### src/rtl/alu_ctrl_pkg.sv
// Shared opcodes, flag bit positions and controller state encoding for the ALU issue controller.
package alu_ctrl_pkg;

  localparam int ANDS = 1;
  localparam int ORRS = 2;
  localparam int EORS = 3;
  localparam int BICS = 4;
  localparam int ADCS = 5;
  localparam int ADDS = 6;
  localparam int SBCS = 7;
  localparam int SUBS = 8;
  localparam int RSBS = 9;
  localparam int MULS = 10;
  localparam int LSLS = 11;
  localparam int LSRS = 12;
  localparam int ASRS = 13;
  localparam int RORS = 14;
  localparam int MVNS = 15;
  localparam int MOVS = 16;
  localparam int TST  = 17;
  localparam int CMP  = 18;

  localparam int MAX_OP = 18;

  localparam int NEG   = 0;
  localparam int ZERO  = 1;
  localparam int CARRY = 2;
  localparam int OVF   = 3;

  typedef enum logic [1:0] {IDLE, EXEC, CAPT, RESP} state_t;

  function automatic logic op_legal(input logic [31:0] op);
    return (op >= 32'd1) && (op <= 32'(MAX_OP));
  endfunction

endpackage

### src/rtl/alu_issue_ctrl_rr_arb2.sv
// Two-way round-robin arbiter with an eligibility mask; the pointer remembers the last winner.
// Requester 0 wins the first tie after reset.
module rr_arb2 (
  input  logic       clk,
  input  logic       rst_n,
  input  logic [1:0] i_req,
  input  logic [1:0] i_mask,
  input  logic       i_upd,
  output logic [1:0] o_gnt
);

  logic       r_last;
  logic [1:0] w_req;

  assign w_req = i_req & i_mask;

  always_comb begin
    o_gnt = 2'b00;
    case (w_req)
      2'b01:   o_gnt = 2'b01;
      2'b10:   o_gnt = 2'b10;
      2'b11:   o_gnt = r_last ? 2'b01 : 2'b10;
      default: o_gnt = 2'b00;
    endcase
  end

  always_ff @(posedge clk or negedge rst_n) begin
    if (!rst_n) begin
      r_last <= 1'b1;
    end else if (i_upd && (o_gnt != 2'b00)) begin
      r_last <= o_gnt[1];
    end
  end

endmodule

### src/rtl/alu_issue_ctrl.sv
// Shares one ALU between two requesters: round-robin issue, one-cycle opcode drive, tagged response.
// Optional grant locking is compiled in with the ALU_LOCK_EN macro.
module alu_issue_ctrl
  import alu_ctrl_pkg::*;
#(
  parameter int DATA_W = 32,
  parameter int OP_W   = 5
) (
  input  logic                clk,
  input  logic                rst_n,
  input  logic [1:0]          req_valid,
  output logic [1:0]          req_ready,
  input  logic [2*OP_W-1:0]   req_op,
  input  logic [2*DATA_W-1:0] req_a,
  input  logic [2*DATA_W-1:0] req_b,
  input  logic [1:0]          req_lock,
  output logic [OP_W-1:0]     alu_instruction,
  output logic [DATA_W-1:0]   alu_num1,
  output logic [DATA_W-1:0]   alu_num2,
  input  logic [DATA_W-1:0]   alu_result,
  input  logic [3:0]          alu_flags,
  output logic                rsp_valid,
  input  logic                rsp_ready,
  output logic                rsp_id,
  output logic [DATA_W-1:0]   rsp_data,
  output logic [3:0]          rsp_flags,
  output logic                rsp_err,
  output logic                busy
);

  state_t              r_state, w_state_nxt;
  logic [OP_W-1:0]     r_op;
  logic [DATA_W-1:0]   r_a, r_b;
  logic                r_id;
  logic [DATA_W-1:0]   r_rsp_data;
  logic [3:0]          r_rsp_flags;
  logic                r_rsp_err;

  logic [1:0]          w_mask, w_gnt;
  logic                w_gid, w_acc, w_legal;
  logic [OP_W-1:0]     w_op_sel;
  logic [DATA_W-1:0]   w_a_sel, w_b_sel;

  rr_arb2 u_arb (
    .clk    (clk),
    .rst_n  (rst_n),
    .i_req  (req_valid),
    .i_mask (w_mask),
    .i_upd  (w_acc),
    .o_gnt  (w_gnt)
  );

  assign w_gid     = w_gnt[1];
  assign req_ready = (r_state == IDLE) ? w_gnt : 2'b00;
  assign w_acc     = |(req_valid & req_ready);
  assign w_op_sel  = w_gid ? req_op[2*OP_W-1:OP_W]     : req_op[OP_W-1:0];
  assign w_a_sel   = w_gid ? req_a[2*DATA_W-1:DATA_W] : req_a[DATA_W-1:0];
  assign w_b_sel   = w_gid ? req_b[2*DATA_W-1:DATA_W] : req_b[DATA_W-1:0];
  assign w_legal   = op_legal(32'(w_op_sel));

`ifdef ALU_LOCK_EN
  logic r_lock_vld, r_lock_owner;

  always_ff @(posedge clk or negedge rst_n) begin
    if (!rst_n) begin
      r_lock_vld   <= 1'b0;
      r_lock_owner <= 1'b0;
    end else if (w_acc) begin
      if (req_lock[w_gid]) begin
        r_lock_vld   <= 1'b1;
        r_lock_owner <= w_gid;
      end else if (r_lock_vld && (r_lock_owner == w_gid)) begin
        r_lock_vld   <= 1'b0;
      end
    end
  end

  assign w_mask = r_lock_vld ? (r_lock_owner ? 2'b10 : 2'b01) : 2'b11;
`else
  logic w_unused_lock;
  assign w_unused_lock = ^req_lock;
  assign w_mask        = 2'b11;
`endif

  always_ff @(posedge clk or negedge rst_n) begin
    if (!rst_n) r_state <= IDLE;
    else        r_state <= w_state_nxt;
  end

  always_comb begin
    w_state_nxt = r_state;
    case (r_state)
      IDLE:    if (w_acc) w_state_nxt = w_legal ? EXEC : RESP;
      EXEC:    w_state_nxt = CAPT;
      CAPT:    w_state_nxt = RESP;
      RESP:    if (rsp_ready) w_state_nxt = IDLE;
      default: w_state_nxt = IDLE;
    endcase
  end

  // Illegal ops bypass the ALU: the response is built entirely at the accept edge.
  always_ff @(posedge clk or negedge rst_n) begin
    if (!rst_n) begin
      r_op        <= '0;
      r_a         <= '0;
      r_b         <= '0;
      r_id        <= 1'b0;
      r_rsp_data  <= '0;
      r_rsp_flags <= '0;
      r_rsp_err   <= 1'b0;
    end else if ((r_state == IDLE) && w_acc) begin
      r_op      <= w_op_sel;
      r_a       <= w_a_sel;
      r_b       <= w_b_sel;
      r_id      <= w_gid;
      r_rsp_err <= ~w_legal;
      if (!w_legal) begin
        r_rsp_data  <= '0;
        r_rsp_flags <= alu_flags;
      end
    end else if (r_state == CAPT) begin
      r_rsp_data  <= (r_op == OP_W'(CMP)) ? '0 : alu_result;
      r_rsp_flags <= alu_flags;
    end
  end

  assign alu_instruction = (r_state == EXEC) ? r_op : '0;
  assign alu_num1        = r_a;
  assign alu_num2        = r_b;
  assign rsp_valid       = (r_state == RESP);
  assign rsp_id          = r_id;
  assign rsp_data        = r_rsp_data;
  assign rsp_flags       = r_rsp_flags;
  assign rsp_err         = r_rsp_err;
  assign busy            = (r_state != IDLE);

endmodule
### config.mk
export PLATFORM = sky130hd
export DESIGN_NAME = alu_issue_ctrl
export DESIGN_NICKNAME = d
export VERILOG_FILES = /design/src/rtl/alu_ctrl_pkg.sv /design/src/rtl/alu_issue_ctrl_rr_arb2.sv /design/src/rtl/alu_issue_ctrl.sv
export SDC_FILE = /design/constraint.sdc
export NUM_CORES = 1
export LEC_CHECK = 0
export CAP_MARGIN = 25
export CORE_MARGIN = 5
export CORE_UTILIZATION = 46
export CTS_BUF_LIST = sky130_fd_sc_hd__clkbuf_4
export DETAILED_ROUTE_END_ITERATION = 7
export DONT_BUFFER_PORTS = 1
export GPL_TIMING_DRIVEN = 0
export PLACE_DENSITY = 0.6
export SYNTH_ARGS = -nofsm -noshare
export SYNTH_HDL_FRONTEND = slang
export SYNTH_HIERARCHICAL = 1
export SYNTH_SLANG_ARGS = --single-unit
### constraint.sdc
create_clock -name clk -period 3 [get_ports clk]
set_input_delay 0.9 -clock clk [delete_from_list [all_inputs] [get_ports clk]]
set_output_delay 0.9 -clock clk [all_outputs]
set_load 0.1 [all_outputs]
==> results.ini <==
[status]
status = finished clean

[placed_design]
place_area_um2 = 5060
hpwl_um = 9670
place.gp.congestion = 0.802
dp_worst_setup_slack_ns = -0.125
port_buffers = 0

[global_routing]
antenna_found_initial = 0
grt_use_total = 0.192
grt_start_max_net_pins = 111
overflow = 0
grt_pass1_wl_um = 19300
grt_pass1_vias = 3533

[synth]
syn_area_um2 = 4870
synth_area_leaders = dfrtp_1 (56%), mux2i_1 (14%), o21ai_1 (6.9%)
synthXorXnorAreaFrac = 0
yosysWarningCount = 6
yosysSeqAreaShare = 0.566
synth_compound_area_frac = 0.146
synthMuxAreaShare = 0.162
synth_top_family_by_area = multiplexers
synth-seq-cells = 110
synth_cell_types = 36
yosys_most_used_dff = dfrtp_1
synth_cells = 428
yosys.area_share.simple = 0.0784
synth_top_area_frac = 0.560
yosys.area.top_type = dfrtp_1
synth_edf_count = 0
synth_fa_ha_area_frac = 0.0128
async_reset_ff_frac = 1.00
syn_area_per_cell_um2 = 11.4

[timing]
layout_setup_ws_ns = 0.172
relSlewSlack = 0.327
max_freq_mhz = 354
rsz0062_at_grt = false
tightest_slew_ns = 1.01
hold_viol = 0
fin_crit_ns = 2.83
final-setup-viol-count = 0
fin_crit_sh = 0.943
slew_violations = 0
skew_ns = 0.0168

[detailed_routing]
wirelength_um = 12600
first_iter_violations = 149
antenna_left = 0
wl_met2_um = 6250
wl_met3_um = 1350
highest_layer = met4
met1Wirelength_um = 4890
drc = 0
drtPass1Iterations = 4
num_vias = 3301
wl_per_cell_um = 21.7
avgViaCountPerCell = 5.67

[clocking]
cts_tree = built
root_buffer = clkbuf_4
cts_sinks = 110
clk_pin_slew_ns = 0.16
cts_buffer_depth = 2
cts_made_buffers = 9
clock_latency_ns = 0.45
cts_max_level = 3
postCtsSetupRepairBufs = 0

[setup_path]
critPathMaxFanout = 28
end_kind = output pin
worstPathRequired_ns = 2.10
slowest_delay_ns = 0.40
crit_chain = nand2_1, a31oi_1, buf_6, and2_4
timing.setup.critical_path_class = in -> out
cp_data_arrival_time_ns = 1.93
cpMaxStageDelayCell = and2_4
cp-start-kind = input port

[die]
floorplan.initialDensity = 0.472
coreArea_um2 = 10300
num_rows = 37
die_y_um = 113
dieArea_um2 = 12700
ios = 292
die_x_um = 113

[cells_and_area]
fin_area_um2 = 5200
final_cell_mix = dfrtp_1 (109), nand2_1 (74), mux2i_1 (68)
area_growth_pct = 6.71
n_antenna_cell = 0
drive_above_1_share = 0.0897
layout_commonest_cell = dfrtp_1
final_net_count = 627

[min_path]
hold_class = in -> async

[job]
max-cap-violations = 0

-- area by class of cell --
type                    count  area [um^2]
flip-flops and latches    110         2750
inverters                   4         15.0
clock inverters             7         73.8
plain buffers              28          141
fillers                   941         5130
clock buffers               9         67.6
well taps                 136          170
multi-input cells         288         1970
-- stage by stage --
stage	TNS (ns)	hold slack [ns]	utilization	instances
finish	0	0.129	0.503	582
global route	0	0.0685	0.503	582
CTS	-0.0140	0.0820	0.504	583
detailed placement	-0.219	0.489	0.490	568
global placement	-0.0786	0.488	0.490	568
floorplan	0	0.461	-	432
-- synth_stat cells (all sizes together), types with 2 or more instances --
cell type and number:
a22o 33, a31oi 2, and2 7, buf 15
clkbuf 15, dfrtp 109, ha 5, inv 4
mux2 5, mux2i 70, nand2 75, nor2b 2
o21ai 72, o22ai 2
-- worst max-delay path: cells and delay by family --
kind                   cells  cell delay (ns)
AND/OR/NAND/NOR            2             0.46
buffers and inverters      1             0.33
AO/OA/AOI/OAI              1             0.23
-- what timing repair did --
item                       4_1_cts  5_1_grt
setup endpoints to repair        3        5
resized for setup                2        4
hold buffers                     0        0
pin swaps                        0        1
-- worst paths after layout --
kind                                               start                        to  slack, ns  cells after the start
min in group clk                     r_op[1]$_DFFE_PN0P_       r_op[1]$_DFFE_PN0P_       0.52                      2
worst min-delay path                               rst_n  alu_num2[10]$_DFFE_PN0P_       0.13                      0
max in group asynchronous                          rst_n  u_arb/r_last$_DFFE_PN1P_       2.67                      0
worst min register to register       r_op[1]$_DFFE_PN0P_       r_op[1]$_DFFE_PN0P_       0.52                      2
worst max-delay path                        req_valid[1]              req_ready[1]       0.17                      4
worst max register to register  u_arb/r_last$_DFFE_PN1P_  rsp_data[27]$_DFFE_PN0P_       0.43                      8
-- flip-flops by register name, summed over array words and instances (netlist names) --
signal        cells
alu_num1         32
alu_num2         32
r_op              5
r_state           2
rsp_data         32
rsp_err           1
rsp_flags         4
rsp_id            1
u_arb/r_last      1
-- kinds of logic (layout without fill, tap and decap cells) --
| family | after synthesis | after routing |
|---|---|---|
| adders and majority gates | 5 | 5 |
| and+or+nand+nor | 90 | 90 |
| DFF | 110 | 110 |
| muxes | 75 | 75 |
| AOI/OAI and AO/OA | 113 | 113 |
| buffers and inverters | 34 | 48 |
| other | 1 | 5 |
-- metal layers --
metal	global-route usage	up-vias
li1	-	1521
met1	0.228	1590
met2	0.327	178
met3	0.0738	12
met4	0.0529	0
met5	0	-
Power is left out: the tool's default activity adds up to more than one toggle a clock period on the data nets, which glitch-free logic cannot reach.
